File: config.mk
export PLATFORM = sky130hd
export DESIGN_NAME = apu_frame_counter
export DESIGN_NICKNAME = d
export VERILOG_FILES = /design/src/rtl/apu_frame_counter.sv
export SDC_FILE = /design/constraint.sdc
export NUM_CORES = 1
export LEC_CHECK = 0
export ABC_AREA = 1
export BUFFER_PORTS_ARGS = -buffer_cell sky130_fd_sc_hd__buf_4
export CAP_MARGIN = 20
export CORE_ASPECT_RATIO = 0.75
export CORE_MARGIN = 3
export CORE_UTILIZATION = 53
export CTS_CLUSTER_DIAMETER = 60
export DETAILED_ROUTE_END_ITERATION = 12
export GPL_ROUTABILITY_DRIVEN = 0
export PLACE_DENSITY = 0.83
export SKIP_CTS_REPAIR_TIMING = 1
export SLEW_MARGIN = 20
export SYNTH_ARGS = -nofsm -noshare
export SYNTH_HDL_FRONTEND = slang
export SYNTH_SLANG_ARGS = --single-unit
export TNS_END_PERCENT = 20
File: constraint.sdc
create_clock -name clk -period 1.45 [get_ports clk]
set_input_delay 0.3625 -clock clk [delete_from_list [all_inputs] [get_ports clk]]
set_output_delay 0.3625 -clock clk [all_outputs]
set_load 0.03 [all_outputs]
File: src/rtl/apu_frame_counter.sv
`timescale 1ns/1ps
// APU frame counter: sequences quarter/half-frame strobes, handles $4017 writes and the frame IRQ.
// Latency: strobes and IRQ are registered, visible one clk after the ce cycle whose cnt matched.
// Backpressure: none; all state advances only on ce, strobes are 0 on clocks without ce.
module apu_frame_counter #(
  parameter int STEP1    = 7457,
  parameter int STEP2    = 14913,
  parameter int STEP3    = 22371,
  parameter int STEP4    = 29829,
  parameter int STEP5    = 37281,
  parameter int DLY_EVEN = 3,
  parameter int DLY_ODD  = 4
) (
  input  logic       clk,
  input  logic       rst,
  input  logic       ce,
  input  logic       wr_4017,
  input  logic [7:0] wdata,
  input  logic       status_read,
  output logic       qtrframe,
  output logic       halfframe,
  output logic       frame_irq,
  output logic       mode
);

  // Counter must hold the 5-step final value, which does not fit in 15 bits.
  localparam int CW = $clog2(STEP5 + 1);

  localparam logic [CW-1:0] C_STEP1   = CW'(STEP1);
  localparam logic [CW-1:0] C_STEP2   = CW'(STEP2);
  localparam logic [CW-1:0] C_STEP3   = CW'(STEP3);
  localparam logic [CW-1:0] C_STEP4   = CW'(STEP4);
  localparam logic [CW-1:0] C_STEP4M1 = CW'(STEP4 - 1);
  localparam logic [CW-1:0] C_STEP5   = CW'(STEP5);
  localparam logic [CW-1:0] C_ONE     = CW'(1);
  localparam logic [2:0]    C_DEVEN   = 3'(DLY_EVEN);
  localparam logic [2:0]    C_DODD    = 3'(DLY_ODD);

  logic [CW-1:0] cnt;
  logic          inhibit;
  logic          parity;
  logic          pend;
  logic [2:0]    dly;
  logic          wrapped;

  logic          hit1, hit2, hit3, hit4, hit5;
  logic          hit_last;
  logic          q_cnt, h_cnt;
  logic          irq_set;
  logic          fire;

  // Only the mode and inhibit bits of the write data are meaningful here.
  logic          unused_wdata;
  assign unused_wdata = ^wdata[5:0];

  // Decode step matches, strobe requests, IRQ set condition and the delayed-reset event.
  always_comb begin
    hit1     = (cnt == C_STEP1);
    hit2     = (cnt == C_STEP2);
    hit3     = (cnt == C_STEP3);
    hit4     = (cnt == C_STEP4);
    hit5     = (cnt == C_STEP5);
    hit_last = mode ? hit5 : hit4;
    q_cnt    = hit1 | hit2 | hit3 | hit_last;
    h_cnt    = hit2 | hit_last;
    irq_set  = ~mode & ~inhibit & ((cnt == C_STEP4M1) | hit4 | ((cnt == '0) & wrapped));
    // A write on the same ce restarts the delay, so it suppresses the reset event.
    fire     = ce & ~wr_4017 & pend & (dly == 3'd1);
  end

  // Sequencer state: counter, parity, $4017 latches and the pending-reset countdown.
  always_ff @(posedge clk or posedge rst) begin
    if (rst) begin
      cnt     <= '0;
      mode    <= 1'b0;
      inhibit <= 1'b0;
      parity  <= 1'b0;
      pend    <= 1'b0;
      dly     <= 3'd0;
      wrapped <= 1'b0;
    end else if (ce) begin
      parity  <= ~parity;
      cnt     <= hit_last ? '0 : cnt + C_ONE;
      wrapped <= ~mode & hit4;
      if (wr_4017) begin
        mode    <= wdata[7];
        inhibit <= wdata[6];
        pend    <= 1'b1;
        dly     <= parity ? C_DODD : C_DEVEN;
      end else if (pend) begin
        dly <= dly - 3'd1;
        if (fire) begin
          pend    <= 1'b0;
          cnt     <= '0;
          wrapped <= 1'b0;
        end
      end
    end
  end

  // Registered strobes and the level frame IRQ; an inhibit write beats a same-cycle set.
  always_ff @(posedge clk or posedge rst) begin
    if (rst) begin
      qtrframe  <= 1'b0;
      halfframe <= 1'b0;
      frame_irq <= 1'b0;
    end else begin
      qtrframe  <= ce & (q_cnt | (fire & mode));
      halfframe <= ce & (h_cnt | (fire & mode));
      if (ce) begin
        if (wr_4017 && wdata[6]) begin
          frame_irq <= 1'b0;
        end else if (irq_set) begin
          frame_irq <= 1'b1;
        end else if (status_read) begin
          frame_irq <= 1'b0;
        end
      end
    end
  end

endmodule
### After elaboration in Yosys (flattened, before gate mapping)

Index checks and enable logic that the tools add are counted.

| cells by class | value |
|---|---|
| reduce and logical (&&, ||, !) cells | 7 |
| multiplexer cells | 17 |
| add/subtract/negate cells | 2 |
| eq/ne operators | 7 |
| bitwise logic cells | 22 |

Operators by type and width:

| operator | count |
|---|---|
| $mux W16 | 4 |
| $eq A16 B15 Y1 const B | 3 |
| $add A16 B1 Y16 const B | 1 |
| $eq A16 B13 Y1 const B | 1 |
| $eq A16 B14 Y1 const B | 1 |
| $eq A16 B16 Y1 const B | 1 |
| $logic_not A16 Y1 | 1 |
| $and A1 B1 Y1 | 10 |
| $mux W1 | 10 |
| $mux W3 | 3 |
| $or A1 B1 Y1 | 8 |
| $reduce_and A2 Y1 | 3 |
| $not A1 Y1 | 4 |
| $eq A3 B1 Y1 const B | 1 |
| $reduce_bool A3 Y1 | 1 |
| $sub A3 B1 Y3 const B | 1 |
| $reduce_bool A2 Y1 | 1 |
| $logic_and A1 B1 Y1 | 1 |

| storage, ports and cells | value |
|---|---|
| logic and storage cells | 65 |
| output and inout port bits | 4 |
| flip-flop bits (word level) | 27 |
| input bits | 13 |

### Depth between registers and ports, before layout

| depth | value |
|---|---|
| word-level depth | 7 |
| mapped depth | 10 |
| depth with buffers taken out | 10 |

### Worst setup path before layout

No wires, ideal clock.

| timing | value |
|---|---|
| path type | register to register |
| start | register dly[1] |
| end | register cnt[4] |
| stages on the path, launching flop included | 11 |
| arrival time | 1.337 ns |
| path buffers | 2 |
| data required time | 1.329 ns |
| slack | -0.008 ns |
| cells stage by stage | dfrtp_1 -> inv_1 -> ha_1 -> nand3_2 -> or2_0 -> buf_2 -> nand3_1 -> nand2_1 -> inv_2 -> buf_12 -> nor2_2 |

| on the way | value |
|---|---|
| word-level cells in the longest chain between the ends | 5 |

RTL lines:

| element | RTL line | source |
|---|---|---|
| start: declaration | 43 | `logic [2:0] dly;` |
| start signal: assignment | 89 | `dly <= parity ? C_DODD : C_DEVEN;` |
| start signal: assignment | 91 | `dly <= dly - 3'd1;` |
| $eq A3 B1 Y1 | 68 | `fire = ce & ~wr_4017 & pend & (dly == 3'd1);` |
| $and A1 B1 Y1 | 68 |  |
| $mux W16 | 92 | `if (fire) begin` |
| $mux W16 | 90 | `end else if (pend) begin` |
| $mux W16 | 85 | `if (wr_4017) begin` |
| end signal: assignment | 83 | `cnt <= hit_last ? '0 : cnt + C_ONE;` |
| end: declaration | 39 | `logic [CW-1:0] cnt;` |

No other way between the ends.
A chain may end at the register's enable or synchronous reset.

### Worst setup path in the final report

| timing | value |
|---|---|
| start | register cnt[0] |
| end | register cnt[3] |

| on the way | value |
|---|---|
| word-level cells in the longest chain between the ends | 6 |

RTL lines:

| element | RTL line |
|---|---|
| parallel branches: the longest is 2 deep, another holds $add A16 B1 Y16 | n/a |
| $mux W16 * | 83 |
| $mux W16 | 92 |
| $mux W16 | 90 |
| $mux W16 * | 85 |

Mark *: on every way between the ends.

==> summary.md <==
| Metric | Value |
|---|---|
| Fillers | 215 |
| Largest net degree at the start of global routing | 28 |
| Gr ovfl total | 0 |
| Crit share post-route | 109% |
| Synth Instances | 250 |
| Logic gate share of total power | approximately half |
| Hold_ws | about 0.13 ns |
| Clk sinks | 27 |
| Detail-routed via count per cell | between 5 and 6 |
| IO Pins | 17 |
| Hpwl dp | around 3300 um |
| Final Hold Vio Count | 0 |
| Cell Rows | 17 |
| Synthesis-to-finish area growth | 34.9% |
| ANT nets after route | 0 |
| Fin crit period | about 1.6 ns |
| Type of the worst setup path | flop to flop |
| Full die area | approximately 0.0041 mm2 |
| Top fanout value on the critical path | 6 |
| Crit path DAT | 1.77 ns |
| Top cells by count, synth | 72 x nand2_1, 32 x nor2_1, 28 x inv_1 |
| Tot Pwr | 3.31 mW |
| Min-delay worst type | primary input to asynchronous set/reset pin |
| Cell internal pwr | 1.91 mW |
| Layout net count | 319 |
| Global-route total usage across every layer | roughly a quarter |
| Starting Density | 57.6% |
| Clock Pin Slew Worst Setup and Hold Paths | about 0.090 ns |
| Clock group share of total power | 13.2% |
| Post-Syn Area | about 0.0018 mm2 |
| Max Cap Violations | 0 |
| CTS tree | yes |
| Chip Width | 72.6 um |
| Seq pwr share | 37.6% |
| Dominant synthesized flop cell | dfrtp_1 |
| Max frequency | approximately 630 MHz |
| Worst VDD drop | between 0.0009 and 0.001 V |
| Initial antenna violation count | 0 |
| Status | finished with violations |
| Worst setup SP type | flop |
| Post-synth EDFFs | 0 |
| Core footprint | 0.00306 mm2 |
| Sequential-to-total area share from yosys stat | between 30% and 40% |
| Fin util | between 70% and 80% |
| Pre-CTS setup slack | -0.0936 ns |
| Vias in the first global route | around 1600 |
| Total Wirelength | roughly 5000 um |
| Warnings, synthesis | 0 |
| Vias after detailed routing | 1871 |
| Synth top area share | 38.3% |
| Worst-margin pin slew | roughly 0.35 ns |
| Sw Pwr | between 1 and 1.5 mW |
| Lkg Pwr | approximately 1.1 nW |
| Leading area contributor after synthesis | dfrtp_1 |
| DR pass1 iterations | 5 |
| RSZ-0062 raised after global routing | yes |
| Pins Over Slew Limit | 0 |
| CP endpoint kind | flop |
| Failing checks | negative setup slack |
| Ratio of cells with drive above 1 in the final layout | 36.3% |
| TritonCTS Buffers | 3 |
| Number of inserted diodes | 0 |
| DR DRC count | 0 |
| Asr flop ratio synth | 100% |
| Clock Tree Buf Depth | 2 |
| Setup ws final | -0.137 ns |
| Setup Skew | approximately 0.0042 ns |
| Final setup violation count | 18 |
| Worst skew pair latency | between 0.2 and 0.3 ns |
| Pwr dens | between 1000 and 1500 mW/mm2 |
| Most common cell in the netlist | nand2_1 |
| Port bufs | 10 |
| DRT iter0 DRCs | ~130 |
| Global-route wire length before repair | approximately 7500 um |
| Sw Share | between 40 and 50% |
| Critical Path RT | about 1.6 ns |
| Register bit total from synthesis | 27 |
| Die Y | about 56 um |
| Syn Nets | ~270 |
| Root buf cell | clkbuf_8 |
| Htree depth | 1 |
| Post-synth cell types | 26 |
| Area contributors post-synth | dfrtp_1 38%, nand2_1 15%, nor2_1 6.8% |
| Avg WL per Cell | 14.9 um |
| Slew margin rel. | 76.8% |
| Post-Syn Area per Cell | 7.06 um2 |
[stage by stage]
step	instances	area, um2	setup TNS (ns)
6_report	338	2380	-1.85
5_1_grt	338	2380	-2.74
4_1_cts	331	2170	-1.72
3_5_place_dp	327	2120	-0.968
3_3_place_gp	327	2120	-0.694
2_1_floorplan	250	1780	0
[flip-flops by register name (all words and copies together), names as in the netlist]
register   count
halfframe      1
cnt           16
dly            3
parity         1
inhibit        1
pend           1
frame_irq      1
wrapped        1
qtrframe       1
mode           1
[layout by cell type (no fill, tap or decap), drive strengths merged]
master and instances:
a21oi 5, and2 1, buf 49, clkbuf 4, clkinv 1, dfrtp 27
ha 5, inv 33, nand2 72, nand3 18, nand4 10, nor2 47
nor3 6, nor4 1, o21a 1, o21ai 9, o21bai 1, o22ai 2
o31ai 1, or2 1, xor2 6
[cell type report]
| type | count | area (um2) | share of cell area (%) |
|---|---|---|---|
| clock inverter | 1 | 5.00 | 0.210 |
| inverter | 33 | 124 | 5.20 |
| clock buffer | 3 | 41.3 | 1.73 |
| tap | 38 | 47.5 | 2.00 |
| sequential | 27 | 682 | 28.6 |
| timing repair buffer | 50 | 425 | 17.9 |
| multi-input combinational | 186 | 1060 | 44.4 |
[metal layers]
layer	track usage [%]	routed length (um)
met3	4.33	410
met5	0	0
met2	32.9	2280
met1	37.1	2190
met4	5.53	167
[worst max-delay path, stage by stage, from the launching register on]
cell and delay (ns):
dfrtp_2 0.43, buf_12 0.12, ha_4 0.15, nand3_2 0.09
nor2_1 0.09, nand2_1 0.11, nand3_2 0.09, nand2_1 0.06
inv_2 0.12, clkbuf_16 0.17, nor2_2 0.03
[final timing paths]
kind	startpoint	endpoint	slack, ns	cells past startpoint
max	cnt[0]	cnt[3]	-0.14	10
min	rst	dly[1]	0.13	3
max reg2reg	cnt[0]	cnt[3]	-0.14	10
min reg2reg	parity	parity	0.48	1
max in group asynchronous	rst	cnt[4]	1.04	3
min in group clk	wdata[7]	mode	0.28	3
[power groups by stage]
stage                     logic, mW  clock network, mW  registers (mW)
after global routing           1.80              0.478            1.28
after detailed placement       1.32                  0            1.21
after CTS                      1.34              0.444            1.20
final                          1.63              0.439            1.25
after floorplan               0.809                  0            1.18
after global placement         1.27                  0            1.20
[cells by family after synthesis]
logic type      count (synthesis)  synth area share, %
simple gates                  156                 40.0
flops                          27                 38.3
fa+ha+maj                       5                 3.54
buf+inv                        37                 9.28
compound gates                 19                 5.95
xor+xnor                        6                 2.98
Power figures use the tool's default switching activity.
